`src/rtl/vc_rr_scheduler.sv`:
```
// Round-robin mover from 4 input FIFOs to 4 class-selected output FIFOs; pop->push latency 2, one word per 2 cycles.
// A full output class (almost_full) stalls the word in SEND and blocks every channel until it drains.
module vc_rr_scheduler #(
  parameter int DATA_W    = 12,
  parameter int CLASS_LSB = 10,
  parameter int STALL_W   = 8
) (
  input  logic               clk,
  input  logic               reset_L,
  input  logic               enable,
  input  logic [3:0]         empty_in,
  input  logic [DATA_W-1:0]  in_data0,
  input  logic [DATA_W-1:0]  in_data1,
  input  logic [DATA_W-1:0]  in_data2,
  input  logic [DATA_W-1:0]  in_data3,
  input  logic [3:0]         almost_full_out,
  output logic [3:0]         pop_in,
  output logic [3:0]         push_out,
  output logic [DATA_W-1:0]  data_out,
  output logic [1:0]         grant_idx,
  output logic               busy,
  output logic [STALL_W-1:0] stall_cnt
);

  typedef enum logic [1:0] {IDLE, READ, SEND} state_t;

  state_t              state, state_nxt;
  logic [1:0]          rr_ptr;
  logic [1:0]          grant_q;
  logic [DATA_W-1:0]   hold_data;
  logic [1:0]          hold_cls;
  logic [1:0]          grant;
  logic                grant_vld;
  logic                send_ok;
  logic                do_pop;
  logic [DATA_W-1:0]   sel_data;

  // First non-empty channel scanning upward from rr_ptr with 2-bit wrap.
  always_comb begin
    grant_vld = 1'b0;
    grant     = rr_ptr;
    for (int i = 0; i < 4; i++) begin
      logic [1:0] idx;
      idx = rr_ptr + 2'(i);
      if (!grant_vld && !empty_in[idx]) begin
        grant_vld = 1'b1;
        grant     = idx;
      end
    end
  end

  always_comb begin
    sel_data = in_data0;
    case (grant_q)
      2'd0:    sel_data = in_data0;
      2'd1:    sel_data = in_data1;
      2'd2:    sel_data = in_data2;
      default: sel_data = in_data3;
    endcase
  end

  assign send_ok = (state == SEND) && !almost_full_out[hold_cls];
  // A new pop is only allowed once the previous word has left (IDLE or a push this cycle).
  assign do_pop  = reset_L && enable && grant_vld && ((state == IDLE) || send_ok);

  always_ff @(posedge clk) begin
    if (!reset_L) state <= IDLE;
    else          state <= state_nxt;
  end

  always_comb begin
    state_nxt = state;
    case (state)
      IDLE:    state_nxt = do_pop ? READ : IDLE;
      READ:    state_nxt = SEND;
      SEND:    if (send_ok) state_nxt = do_pop ? READ : IDLE;
      default: state_nxt = IDLE;
    endcase
  end

  always_comb begin
    pop_in    = do_pop ? (4'b0001 << grant) : 4'b0000;
    push_out  = (reset_L && send_ok) ? (4'b0001 << hold_cls) : 4'b0000;
    data_out  = (reset_L && send_ok) ? hold_data : '0;
    busy      = reset_L && (state != IDLE);
    grant_idx = reset_L ? grant_q : 2'd0;
  end

  always_ff @(posedge clk) begin
    if (!reset_L) begin
      rr_ptr    <= 2'd0;
      grant_q   <= 2'd0;
      hold_data <= '0;
      hold_cls  <= 2'd0;
      stall_cnt <= '0;
    end else begin
      if (do_pop) begin
        grant_q <= grant;
        rr_ptr  <= grant + 2'd1;
      end
      if (state == READ) begin
        hold_data <= sel_data;
        hold_cls  <= sel_data[CLASS_LSB+1:CLASS_LSB];
      end
      if ((state == SEND) && almost_full_out[hold_cls] && (stall_cnt != '1))
        stall_cnt <= stall_cnt + 1'b1;
    end
  end

endmodule

```
`config.mk`:
```
export PLATFORM = sky130hd
export DESIGN_NAME = vc_rr_scheduler
export DESIGN_NICKNAME = d
export VERILOG_FILES = /design/src/rtl/vc_rr_scheduler.sv
export SDC_FILE = /design/constraint.sdc
export NUM_CORES = 1
export LEC_CHECK = 0
export BUFFER_PORTS_ARGS = -buffer_cell sky130_fd_sc_hd__buf_2
export CAP_MARGIN = 20
export CORE_MARGIN = 2
export CORE_UTILIZATION = 40
export DETAILED_ROUTE_END_ITERATION = 10
export PLACE_DENSITY = 0.75
export SYNTH_ARGS = -nofsm -noshare
export SYNTH_HDL_FRONTEND = slang
export SYNTH_SLANG_ARGS = --single-unit
export TNS_END_PERCENT = 1
```
`constraint.sdc`:
```
create_clock -name clk -period 2.1 [get_ports clk]
set_input_delay 0 -clock clk [delete_from_list [all_inputs] [get_ports clk]]
set_output_delay 0 -clock clk [all_outputs]
set_load 0.1 [all_outputs]
```
After elaboration in Yosys (flattened, before gate mapping):

Cells that the tools add are included.

* output and inout port bits: 31
* register bits after elaboration: 28
* word-level logic and storage cells: 70
* input bits: 59

* reduce and logical (&&, ||, !) cells: 21
* add/sub/neg operators: 5
* muxes and demuxes: 25
* order comparisons: 5
* shift-type cells: 2
* equality and inequality tests: 6

Operator list (number)
* case mux 12 bit (3 select lines): 1
* < comparator 2 x 3 -> 1 bit (second input constant): 5
* 2-to-1 mux 12 bit: 1
* logical AND 1 bit: 11
* binary-select mux 1 bit (select 2 bit): 5
* 2-to-1 mux 1 bit: 10
* 2-to-1 mux 2 bit: 5
* adder 8 x 1 -> 8 bit (second input constant): 1
* 2-to-1 mux 4 bit: 2
* != test 8 bit (second input constant): 1
* << shifter 1 x 2 -> 4 bit (first input constant): 2
* zero test 1 bit: 6
* case mux 2 bit (3 select lines): 1
* adder 2 x 1 -> 2 bit (second input constant): 2
* adder 2 bit (second input constant): 2
* == test 2 x 1 -> 1 bit (second input constant): 2
* == test 2 bit (second input constant): 2
* zero test 2 bit: 2
* != test 2 bit (second input constant): 1
* nonzero test 2 bit: 1
* logical OR 1 bit: 1

Depth between registers and ports, before layout:

* word-level depth: 17
* gate-level depth with buffers: 7

Worst setup path before layout:

No wires, ideal clock.

* path type: register -> output
* start point: register hold_data[10] (netlist name)
* end point: output port push_out[0]
* setup slack: -1.436 ns
* stages on the path, launching flop included: 4
* required time: 2.100 ns
* arrival: 3.536 ns
* cell sequence: dfxtp_1 -> mux4_2 -> nor3b_1 -> nor3b_1

RTL lines
* end, declared: RTL line 18 `output logic [3:0] push_out,`

==> reports/metrics.cfg <==
[final_layout]
area_delta_synth_final_pct = 59.0
multiInputGateArea_um2 = 1100
diodes = 0
fin_nets = 337
n_fill_cell = 352
final-seq-area_um2 = 527
drive_above_1_share_pct = 52.6

[sta]
layout_setup_ws_ps = 5.05
fin_crit_sh_pct = 99.8
fmax_ghz = 0.477
finalHoldViolCount = 0
grt_setup_unrepaired = true
drv_slew = 0
finClkSkew_ps = 4.77
slew_headroom_pct = 46.7
tightest_slew_ps = 796
holdWs_ps = 35.6
setup_violations = 0
layout_min_cycle_time_ps = 2090

[worst_setup_path]
reg2reg_to = grant_q[1]
worstPathArrival_ps = 2090
path_cells = mux4_2 -> a2111oi_4 -> buf_6 -> and2_2 -> buf_12
startpoint_type = flip-flop
crit_family = multiplexers
slowest_delay_ps = 580
reg2regPathDepth = 5
end_kind = output port
crit_start = hold_data[10]
crit_type = flip-flop to output port
critPathBufInv = 2
worstPathMaxFanout = 5
crit_slowest_cell = mux4_2
r2r_setup_slack_ps = 110
cp.required_ps = 2100
r2r_start = hold_data[10]

[clock_network]
cts.clk_slew.worst_paths_ps = 90
cts.path.max_buffers = 2
worstSkewPairLatency_ps = 270
cts_buffers = 3
cts_max_level = 1
cts.sinks = 26
cts_root_buf = clkbuf_8
cts_tree = yes

[drt]
drc = 0
wire_per_inst_um = 13.7
drt_iter0_drc = 65
drt-pass1-iter-count = 4
routed_wl_mm = 4.41
dr_total_vias = 1690
vias_per_cell = 5.25
antenna_left = 0

[logic_synthesis]
synth_area_leader_cell = dfxtp_1
synth-edff-count = 0
synthDistinctLibCells = 34
mappedNetlistNets = 242
yosys_warnings = 0
syn_area_per_cell_um2 = 9.17
async_flop_share_pct = 0
ys_seq_elements = 26
ys_seq_area_share_pct = 31.9
synth_most_common_cell = nand2_1
netlist_area_um2 = 1630
synth_cells = 178
ys.flop_type = dfxtp_1
synth_common_cells = 31 x nand2_1, 26 x dfxtp_1, 19 x a21oi_1, 13 x and2_1, 13 x mux4_2
yosys.area.top_type_share_pct = 31.9
ys_top_cells_by_area = dfxtp_1 32%, mux4_2 18%, nand2_1 7.1%

[die]
fp.coreArea_um2 = 3970
initial_core_util_pct = 41.1
io_pins = 90
die-width_um = 67.9
die_h_um = 67.9
dieArea_um2 = 4610
rows = 23

[outcome]
status = finished, final reports clean

[job]
maxCapViolations = 0

[hold_path]
hold_start = reset_L
hold_depth = 3
hold_class = input port to flip-flop
min_to = stall_cnt[6]

[grt]
globalRouteOverflowTotal = 0
grt_max_degree = 21
groute.usage.overall_pct = 20.2
antenna_found_initial = 0
grt_pass1_wl_mm = 7.07
grt_pass1_vias = 1625

[placement]
dpl.hpwl_mm = 3.45
numPortBuffers = 89
place_ws_ps = 85.5
place.gp.congestion = 0.804

[power_and_ir_drop]
leakage_nw = 1.10
p_per_area_nw_per_um2 = 486
peakVddDrop_mv = 0.288

## registers in the layout (all words and copies together), names as in the netlist
signal,cells
grant_q,2
hold_data,12
rr_ptr,2
stall_cnt,8
state,2
## repair_timing
| item | 4_1_cts | 5_1_grt |
|---|---|---|
| pin swaps | 1 | 2 |
| hold buffers | 0 | 0 |
| gates cloned | 1 | 0 |
| buffers inserted | 3 | 0 |
| gates resized for setup | 1 | 1 |
| endpoints found under the setup margin | 15 | 15 |
## report_power, final
group	internal (mW)	leakage, nW	switching (mW)	total, mW
logic	0.185	0.855	0.202	0.387
registers	0.520	0.213	0.0302	0.550
clock network	0.168	0.0288	0.156	0.323
## metal layers
layer | routed length, um | global-route usage, % | share of wire, % | up-vias
met3 | 324 | 4.44 | 7.4 | 7
met5 | 0 | 0 | 0 | -
met1 | 1800 | 26.3 | 41 | 788
met2 | 2210 | 32.7 | 50 | 70
li1 | - | - | - | 825
met4 | 77 | 7.75 | 1.7 | 0
## final cells by class
class | count | share of cell area, %
multi-input combinational | 138 | 42.6
tap | 50 | 2.41
inverter | 5 | 0.724
timing repair buffer | 99 | 31.8
sequential | 26 | 20.3
clock buffer | 4 | 2.12
## logic make-up (layout without fill, tap and decap cells)
family / count (synthesis) / count (layout) / share of synthesized area, %
xor+xnor: 1 / 1 / 0.537
compound gates: 36 / 36 / 13.8
simple gates: 80 / 80 / 26.2
fa+ha+maj: 5 / 5 / 3.83
flops: 26 / 26 / 31.9
mux: 16 / 16 / 20.4
buf+inv: 14 / 108 / 3.30
## tightest hold or removal path, cell delays in order
cell and delay, ps:
buf_2 150, o31ai_1 80, a21oi_1 40
## through the flow
stage	area, um^2	std cells	utilization, %	total power, mW	setup TNS (ps)
2_1_floorplan	1690	178	-	0.810	-95.5
3_3_place_gp	2500	314	63.0	0.930	0
3_5_place_dp	2500	314	63.0	0.939	0
4_1_cts	2590	322	65.2	1.26	0
5_1_grt	2590	322	65.3	1.33	-297
6_report	2590	322	65.3	1.26	0
## how the worst max path moves through the flow
| stage | endpoint | slack [ps] | cells after the start |
|---|---|---|---|
| after floorplan | push_out[1] | -80 | 4 |
| after global placement | grant_q[1] | 140 | 4 |
| after detailed placement | grant_q[1] | 90 | 4 |
| after CTS | pop_in[2] | 0.5 | 5 |
| after global routing | pop_in[3] | -70 | 5 |
| final | pop_in[2] | 5 | 5 |
## cells in the final DEF, fill, tap and decap left out, types with 2 or more instances in the layout
master | synthesis | final
nand2b_1 | 2 | 2
inv_1 | 5 | 5
ha_1 | 5 | 5
mux4_2 | 13 | 13
nor2b_1 | 4 | 3
a21oi_1 | 19 | 19
buf_12 | 0 | 20
or3_1 | 5 | 5
nand3b_1 | 2 | 2
buf_4 | 0 | 7
dfxtp_1 | 26 | 23
and2_1 | 13 | 2
nor2_1 | 4 | 4
and4_1 | 2 | 2
nand4_1 | 2 | 2
o31ai_1 | 2 | 2
buf_6 | 0 | 2
nor3b_4 | 0 | 2
nand3_1 | 5 | 5
mux2_4 | 2 | 2
and2_4 | 0 | 2
dfxtp_2 | 0 | 2
clkbuf_8 | 0 | 4
buf_2 | 1 | 70
o21ai_0 | 9 | 9
and2_2 | 5 | 14
nand2_1 | 31 | 31
Note: power is estimated with default switching activity, not from simulation.
